File: config.mk
export PLATFORM = sky130hd
export DESIGN_NAME = inst_cache_dm
export DESIGN_NICKNAME = d
export VERILOG_FILES = /design/src/rtl/cache_pkg.sv /design/src/rtl/inst_cache_array.sv /design/src/rtl/inst_cache_dm.sv
export SDC_FILE = /design/constraint.sdc
export NUM_CORES = 1
export LEC_CHECK = 0
export ABC_AREA = 1
export CAP_MARGIN = 20
export CORE_UTILIZATION = 45
export DETAILED_ROUTE_END_ITERATION = 10
export PLACE_DENSITY_LB_ADDON = 0.1
export RECOVER_POWER = 25
export SLEW_MARGIN = 40
export SYNTH_ARGS = -nofsm -noshare
export SYNTH_HDL_FRONTEND = slang
export SYNTH_HIERARCHICAL = 1
export SYNTH_SLANG_ARGS = --single-unit
File: constraint.sdc
create_clock -name CLK -period 8 [get_ports CLK]
set_input_delay 2.4 -clock CLK [delete_from_list [all_inputs] [get_ports CLK]]
set_output_delay 2.4 -clock CLK [all_outputs]
set_load 0.005 [all_outputs]
File: src/rtl/cache_pkg.sv
// Shared definitions for the instruction cache: miss FSM encoding
// and index-width helper.
package cache_pkg;

    typedef enum logic [1:0] {
        ST_IDLE,
        ST_REQ,
        ST_RESP,
        ST_DONE
    } state_e;

    function automatic int index_w(input int entries);
        return $clog2(entries);
    endfunction

endpackage

File: src/rtl/inst_cache_array.sv
// Flop-based tag/data/valid storage for the direct-mapped cache:
// async read, one write port, clear-all beats the write.
module inst_cache_array
    import cache_pkg::*;
#(
    parameter int ENTRIES = 16,
    parameter int INDEX_W = 4,
    parameter int TAG_W   = 26
) (
    input  logic               clk_i,
    input  logic               rst_i,
    input  logic [INDEX_W-1:0] rd_idx_i,
    output logic               rd_valid_o,
    output logic [TAG_W-1:0]   rd_tag_o,
    output logic [31:0]        rd_data_o,
    input  logic               wr_en_i,
    input  logic [INDEX_W-1:0] wr_idx_i,
    input  logic [TAG_W-1:0]   wr_tag_i,
    input  logic [31:0]        wr_data_i,
    input  logic               wr_valid_i,
    input  logic               clr_i
);

    logic [ENTRIES-1:0] valid_q;
    logic [TAG_W-1:0]   tag_q  [ENTRIES];
    logic [31:0]        data_q [ENTRIES];

    always_ff @(posedge clk_i or posedge rst_i) begin
        if (rst_i) begin
            valid_q <= '0;
        end else if (clr_i) begin
            valid_q <= '0;
        end else if (wr_en_i) begin
            valid_q[wr_idx_i] <= wr_valid_i;
        end
    end

    // Payload needs no reset: it is only trusted behind valid_q.
    always_ff @(posedge clk_i) begin
        if (wr_en_i) begin
            tag_q[wr_idx_i]  <= wr_tag_i;
            data_q[wr_idx_i] <= wr_data_i;
        end
    end

    assign rd_valid_o = valid_q[rd_idx_i];
    assign rd_tag_o   = tag_q[rd_idx_i];
    assign rd_data_o  = data_q[rd_idx_i];

endmodule

File: src/rtl/inst_cache_dm.sv
// Direct-mapped instruction cache, one word per line, with a blocking
// miss sequence towards the memory bus.
module inst_cache_dm
    import cache_pkg::*;
#(
    parameter int          ENTRIES    = 16,
    parameter logic [31:0] CACHE_BASE = 32'h2000_0000,
    parameter logic [31:0] CACHE_SIZE = 32'h1000_0000
) (
    input  logic        CLK,
    input  logic        RST,
    input  logic        INST_RDEN,
    input  logic [31:0] INST_RIADDR,
    output logic [31:0] INST_ROADDR,
    output logic        INST_RVALID,
    output logic [31:0] INST_RDATA,
    output logic        MEM_WAIT,
    input  logic        FLUSH,
    input  logic        INVALIDATE,
    output logic        BUS_RREQ,
    output logic [31:0] BUS_RADDR,
    input  logic        BUS_RACK,
    input  logic        BUS_RVALID,
    input  logic [31:0] BUS_RDATA
);

    localparam int INDEX_W = index_w(ENTRIES);
    localparam int TAG_W   = 30 - INDEX_W;

    state_e      state_q, state_d;
    logic        pend_q, pend_d;
    logic [29:0] addr_q, addr_d;
    logic        drop_q, drop_d;
    logic        inv_q, inv_d;
    logic [31:0] fill_q, fill_d;
    logic [31:0] rdata_q, roaddr_q;

    logic [INDEX_W-1:0] idx;
    logic [TAG_W-1:0]   tag;
    logic [31:0]        word_addr;
    logic [31:0]        win_off;
    logic               cacheable;
    logic               arr_valid;
    logic [TAG_W-1:0]   arr_tag;
    logic [31:0]        arr_data;
    logic               lookup, hit, miss, deliver;
    logic               unused_lsb;

    assign unused_lsb = ^INST_RIADDR[1:0];

    assign idx       = addr_q[INDEX_W-1:0];
    assign tag       = addr_q[29:INDEX_W];
    assign word_addr = {addr_q, 2'b00};
    // Offset compare handles the window without overflow at its top.
    assign win_off   = word_addr - CACHE_BASE;
    assign cacheable = win_off < CACHE_SIZE;

    inst_cache_array #(
        .ENTRIES (ENTRIES),
        .INDEX_W (INDEX_W),
        .TAG_W   (TAG_W)
    ) u_array (
        .clk_i      (CLK),
        .rst_i      (RST),
        .rd_idx_i   (idx),
        .rd_valid_o (arr_valid),
        .rd_tag_o   (arr_tag),
        .rd_data_o  (arr_data),
        .wr_en_i    (state_q == ST_DONE),
        .wr_idx_i   (idx),
        .wr_tag_i   (tag),
        .wr_data_i  (fill_q),
        .wr_valid_i (cacheable && !inv_q),
        .clr_i      (INVALIDATE)
    );

    assign lookup  = (state_q == ST_IDLE) && pend_q;
    assign hit     = lookup && arr_valid && (arr_tag == tag) && cacheable;
    assign miss    = lookup && !hit;
    assign deliver = (hit && !FLUSH) || ((state_q == ST_DONE) && !drop_q);

    assign MEM_WAIT    = miss || (state_q == ST_REQ) || (state_q == ST_RESP);
    assign INST_RVALID = deliver;
    assign INST_RDATA  = !deliver ? rdata_q
                       : (state_q == ST_DONE) ? fill_q : arr_data;
    assign INST_ROADDR = deliver ? word_addr : roaddr_q;
    assign BUS_RREQ    = (state_q == ST_REQ);
    assign BUS_RADDR   = word_addr;

    always_comb begin
        state_d = state_q;
        pend_d  = pend_q;
        addr_d  = addr_q;
        drop_d  = drop_q;
        inv_d   = inv_q;
        fill_d  = fill_q;
        unique case (state_q)
            ST_IDLE: begin
                if (miss) begin
                    state_d = ST_REQ;
                    pend_d  = 1'b0;
                    drop_d  = FLUSH;
                    inv_d   = INVALIDATE;
                end else begin
                    pend_d = INST_RDEN;
                    if (INST_RDEN) begin
                        addr_d = INST_RIADDR[31:2];
                    end
                end
            end
            ST_REQ: begin
                drop_d = drop_q | FLUSH;
                inv_d  = inv_q | INVALIDATE;
                if (BUS_RACK) begin
                    state_d = ST_RESP;
                end
            end
            ST_RESP: begin
                drop_d = drop_q | FLUSH;
                inv_d  = inv_q | INVALIDATE;
                if (BUS_RVALID) begin
                    fill_d  = BUS_RDATA;
                    state_d = ST_DONE;
                end
            end
            ST_DONE: begin
                state_d = ST_IDLE;
            end
            default: begin
                state_d = ST_IDLE;
            end
        endcase
    end

    always_ff @(posedge CLK or posedge RST) begin
        if (RST) begin
            state_q  <= ST_IDLE;
            pend_q   <= 1'b0;
            addr_q   <= '0;
            drop_q   <= 1'b0;
            inv_q    <= 1'b0;
            fill_q   <= '0;
            rdata_q  <= '0;
            roaddr_q <= '0;
        end else begin
            state_q  <= state_d;
            pend_q   <= pend_d;
            addr_q   <= addr_d;
            drop_q   <= drop_d;
            inv_q    <= inv_d;
            fill_q   <= fill_d;
            rdata_q  <= INST_RDATA;
            roaddr_q <= INST_ROADDR;
        end
    end

endmodule

Word level (Yosys, flattened, before mapping) --
Memories as Yosys holds them, arrays and structs flattened. Index checks and enable logic that the tools add are counted.
Storage, ports and cells: flip-flop bits (word level) 147, latch bits 0, memory bits (writable) 928, bits in read-only memories 0, bits of input ports 71, output and inout port bits 99, memories kept 2
Operators by class: add/sub/neg operators 1, multiply operators 0, divide/modulo/power cells 0, $lt $le $gt $ge 3, equal/unequal tests 7, shifts and indexed selects 0, muxes and demuxes 21, bitwise logic cells 3, reduce and logical (&&, ||, !) cells 24
Memories:
- u_array.data_q | depth 16, bits a word 32, rd ports 1, clocked after memory_dff 0, wr ports 1, line inst_cache_array.sv:26 | logic [31:0] data_q [ENTRIES];
- u_array.tag_q | depth 16, bits a word 26, rd ports 1, clocked after memory_dff 0, wr ports 1, line inst_cache_array.sv:25 | logic [TAG_W-1:0] tag_q [ENTRIES];
Operator list (count):
- 2-to-1 mux 32 bit | 3
- less-than comparator 32 x 29 -> 1 bit (second input constant) | 1
- 2-to-1 mux 16 bit | 2
- subtractor 32 x 30 -> 32 bit (second input constant) | 1
- == test 26 bit | 1
- bitwise mux 16 bit | 1
- logical AND 1 bit | 9
- case mux 2 bit (4 select lines) | 1
- 2-to-1 mux 1 bit | 7
- 2-to-1 mux 2 bit | 3
- AND reduction 3 bit | 2
- less-than comparator 4 x 5 -> 1 bit (second input constant) | 1
- binary-select mux 1 bit (select 4 bit) | 1
- demux 1 bit (select 4 bit) | 1
- == test 2 bit (second input constant) | 2
- >= comparator 4 x 1 -> 1 bit (second input constant) | 1
- zero test 1 bit | 4
- inequality test 2 bit (second input constant) | 2
- case mux 1 bit (2 select lines) | 2
- AND reduction 2 bit | 2
- nonzero test 2 bit | 2
- logical OR 1 bit | 3
- == test 2 x 1 -> 1 bit (second input constant) | 1
- zero test 2 bit | 1
- other kinds (4) | 5

Depth between registers and ports, before layout --
Gate-level depths: netlist (run 1).
depth after elaboration 9, gate-level depth with buffers 24, mapped depth without buffers 20

Cells and area by module --
The synthesis (run 1) kept the hierarchy.
By module, submodules not included:
- inst_cache_array | instances 1, cells an instance 3885, area each 40540.1 um2
- inst_cache_dm | instances 1, cells an instance 660, area each 6135.9 um2

Least setup slack after synthesis (run 1) --
OpenSTA, ideal clock, no wires.
kind input port to output port, from input port FLUSH, to output port INST_ROADDR[18], arrival 3.130 ns, slack 2.470 ns, stages 7, buffers on the path 3, path through nand3b_1 buf_4 nand2_4 buf_8 buf_6 nand2_1 nand2_1
Between the ends: longest elaborated chain between the ends 4
Ends and longest elaborated chain:
- start: declaration | line inst_cache_dm.sv:18 | input logic FLUSH,
- zero test 1 bit | line inst_cache_dm.sv:80 | assign deliver = (hit && !FLUSH) || ((state_q == ST_DONE) && !drop_q);
- logical AND 1 bit | line inst_cache_dm.sv:80
- logical OR 1 bit | line inst_cache_dm.sv:80
- 2-to-1 mux 32 bit | line inst_cache_dm.sv:86 | assign INST_ROADDR = deliver ? word_addr : roaddr_q;
- end: declaration | line inst_cache_dm.sv:14 | output logic [31:0] INST_ROADDR,
No other way between the ends.

Final worst setup path (run 1) --
from register addr_q[1], to output port INST_ROADDR[23]
RTL lines:
- start: declaration | line inst_cache_dm.sv:32 | logic [29:0] addr_q, addr_d;
- start signal: assignment | line inst_cache_dm.sv:148 | addr_q <= addr_d;
- memory (16 x 26 bit)
- net arr_tag[4] | line inst_cache_dm.sv:44 | logic [TAG_W-1:0] arr_tag;
- == test 26 bit | line inst_cache_dm.sv:78 | assign hit = lookup && arr_valid && (arr_tag == tag) && cacheable;
- logical AND 1 bit (2 in a row) | line inst_cache_dm.sv:78
- logical AND 1 bit | line inst_cache_dm.sv:80
- logical OR 1 bit | line inst_cache_dm.sv:80
- 2-to-1 mux 32 bit | line inst_cache_dm.sv:86
The timed path passes the listed nets, and every way through them passes these cells. The select of a mux whose other input is x is not followed.

==> reports/qor.yml, run 1 <==
power_and_ir_drop:
  power_uw: 19700
  comb_power_share_pct: 32.0
  swShare_pct: 35.7
  p_int_uw: 12700
  seqPwrFrac_pct: 40.9
  clkPwrFrac_pct: 27.2
  power.leakage_uw: 0.0231
  power_switching_uw: 7040
  vdd_drop_max_v: 0.000269
  power_density_nw_per_um2: 367
finish:
  multi_input_area_um2: 11200
  synthToLayoutAreaGrowth_pct: 15.1
  drive_gt1_share_pct: 7.00
  n_antenna_cell: 0
  nNetsFinal: 4750
  fillCellCount: 9033
  register_area_um2: 31600
clocking:
  tritoncts: "built"
  cts_buffer_depth: 3
  postCtsSetupBuffers: 0
  clk-insertion-delay-late_ps: 690
  cts_inserted_buffers: 117
  cts_max_level: 3
  clkTransAtPathRegs_ps: 60
  cts_hold_buf: 0
  cts_sinks: 1075
  root_buffer: "clkbuf_16"
  ctsResizeCount: 0
setup_path:
  criticalPathCategory: "reg2out"
  critPathArrivalTime_ps: 5160
  cp_max_fo: 78
  cp-start-kind: "flop"
  r2r_slack_ps: 3500
  cp-end-kind: "primary output"
  crit_required_ps: 5600
timing:
  tightestPinTransition_ps: 1400
  rsz0062_at_grt: "no"
  fin_crit_sh_pct: 94.5
  slew_headroom_pct: 6.47
  hold_viol: 0
  fin_ws_ps: 437
  finalMaxSlewViolations: 0
  finalClockSkew_ps: 18.1
  tns_ps: 0
  setup_viol: 0
  fmax_ghz: 0.132
  fin_crit_ps: 7560
routing:
  wire_per_inst_um: 20.2
  route.detailed.drc: 0
  route.vias.total: 31200
  ant_nets: 0
  via_per_inst: 5.08
  drt_pass1_iterations: 5
  wl_um: 124000
  drtIter0Drc: 2382
yosys:
  yosysSeqAreaShare_pct: 67.6
  synthCells: 4545
  syn-cell-area_um2: 46700
  synth-compound-area-share_pct: 0.0777
  ys_ff_latch: 1075
  synth_top_family_by_area: "simple AND/OR/NAND/NOR gates"
  muxShareOfSynthArea_pct: 1.54
  synth_fa_ha_area_share_pct: 0.161
  synth_xor_area_share_pct: 0.319
  post_synth_num_cell_types: 27
  synthSimpleGateAreaFrac_pct: 21.5
  yosys_warnings: 6
  avgSynthCellArea_um2: 10.3
  yosysTopAreaCell: "edfxtp_1"
  synth.area.top_cells: "edfxtp_1 (60%), nand2_1 (12%), nand3_1 (8.4%), dfrtp_1 (7.9%), inv_1 (6.0%)"
  synth_top_area_share_pct: 59.7
die:
  dieArea_um2: 105000
  die_width_um: 324
  start_util_pct: 45.6
  fp-row-count: 117
  placeableCoreArea_um2: 102000
  io_pins: 170
  fp.dieH_um: 324
min_path:
  min_path_type: "reg2reg"
grt:
  antenna_found_initial: 3
  overflow: 0
  grt_max_degree: 125
  gr-usage-all-layers_pct: 23.7
  grt_pass1_vias: 29600
  grt_pass1_wl_um: 185000
status:
  outcome: "complete, no violations"
placed_design:
  place_congestion: 0.748
  dp_hpwl_um: 62400
  io_buffers: 165
  dp_slack_ps: 1060
run:
  cap_violations: 0
==> cell families after synthesis <==
family	count (synthesis)
AOI/OAI and AO/OA	7
xor gates and xnor gates	17
adders and majority gates	6
buffers and inverters	993
DFF	1075
muxes	64
other	1
and+or+nand+nor	2382
==> synthesized netlist by cell type <==
cell      number
buf_1         43
buf_2        101
buf_4         29
buf_6         14
buf_8          2
clkbuf_1      52
conb_1         1
dfrtp_1      147
edfxtp_1     928
ha_1           6
inv_1        748
inv_2          4
mux2_2        64
nand2_1     1491
nand2_2        1
nand2_4        1
nand3_1      780
nand3b_1       1
nand4_1       30
nor2_1        45
nor3_1        29
nor3b_1        3
o21ai_0        6
o22ai_1        1
or2_2          1
xnor2_1       12
xor2_1         5
==> area by class of cell <==
class | count | share of cell area, %
clock buffers | 156 | 6.05
clock inverters | 63 | 1.09
inverters | 752 | 5.32
multi-input cells | 2478 | 20.8
flip-flops and latches | 1075 | 58.7
well taps | 1368 | 3.18
repair buffers | 249 | 4.78
==> layout by cell type, fill, tap and decap left out, drive strengths merged <==
cell | netlist | final
nand2 | 1493 | 1493
edfxtp | 928 | 928
nand3 | 780 | 780
inv | 752 | 753
clkbuf | 52 | 171
clkdlybuf4s50 | 0 | 164
dfrtp | 147 | 147
buf | 189 | 70
mux2 | 64 | 64
clkinv | 0 | 51
nor2 | 45 | 45
nand4 | 30 | 30
nor3 | 29 | 29
xnor2 | 12 | 12
bufinv | 0 | 11
o21ai | 6 | 6
ha | 6 | 6
xor2 | 5 | 5
nor3b | 3 | 3
conb | 1 | 2
o22ai | 1 | 1
or2 | 1 | 1
nand3b | 1 | 1
==> routing by layer <==
metal | vias up | global-route usage [%] | routed length (um) | share of wire [%]
li1 | 15000 | - | - | -
met4 | 2 | 7.05 | 3400 | 2.7
met2 | 908 | 38.5 | 57900 | 47
met1 | 15100 | 33.4 | 55600 | 45
met3 | 202 | 3.16 | 6970 | 5.6
met5 | - | 0 | 9 | 0.0073
==> worst paths after layout <==
path                                  startpoint                endpoint  depth (start not counted)
max in group asynchronous                    RST  roaddr_q[21]$_DFF_PP0_                          3
max                        addr_q[1]$_DFFE_PP0P_         INST_ROADDR[23]                         19
max reg2reg                addr_q[1]$_DFFE_PP0P_  addr_q[25]$_DFFE_PP0P_                         19
min reg2reg                roaddr_q[1]$_DFF_PP0_   roaddr_q[1]$_DFF_PP0_                          2
min                        roaddr_q[1]$_DFF_PP0_   roaddr_q[1]$_DFF_PP0_                          2
min in group asynchronous                    RST   fill_q[9]$_DFFE_PP0P_                          2
==> critical path, cell delays in order, from the launching register on <==
cell             delay (ps)
dfrtp_4                 460
buf_12                  300
buf_16                  340
buf_16                  390
nand3_1                 150
nand3_1                  90
nand3_1                  90
nand2_1                 110
nand2_1                  50
nand2_1                 190
nand2_1                 100
nor2_1                  140
nand2_1                 100
nor2_1                  230
nand3b_1                180
nand2_4                 470
buf_12                  250
nand2_1                  60
nand2_1                 100
clkdlybuf4s50_1         550
==> stage by stage <==
step / hold WS (ps) / cell area (um^2) / utilization, % / instances
after detailed placement: 480 / 49900 / 48.8 / 5920
after global placement: 477 / 49700 / 48.6 / 5913
final: 489 / 53700 / 52.5 / 6141
after floorplan: 471 / 46700 / - / 4546
after CTS: 490 / 53800 / 52.5 / 6139
after global routing: 498 / 53700 / 52.5 / 6141
==> power groups by stage <==
stage / Combinational (uW) / Clock (uW) / Sequential [uW]
detailed placement: 6360 / 0 / 8180
global placement: 6280 / 0 / 8150
CTS: 6380 / 5470 / 8070
global route: 6970 / 5670 / 8170
floorplan: 3970 / 0 / 7990
finish: 6310 / 5360 / 8060
==> flip-flops by register name (all words and copies together) (netlist names), 2 cells and up <==
register         flops
addr_q              30
fill_q              32
rdata_q             32
roaddr_q            32
state_q              2
u_array/data_q     512
u_array/tag_q      416
u_array/valid_q     16
(Power assumes the default switching activity.)
==> run 2: changes to the inputs <==
- GPL_ROUTABILITY_DRIVEN: unset -> 0
==> results of run 2 <==
The final DEF is identical to that of run 1; final timing and power are the same.
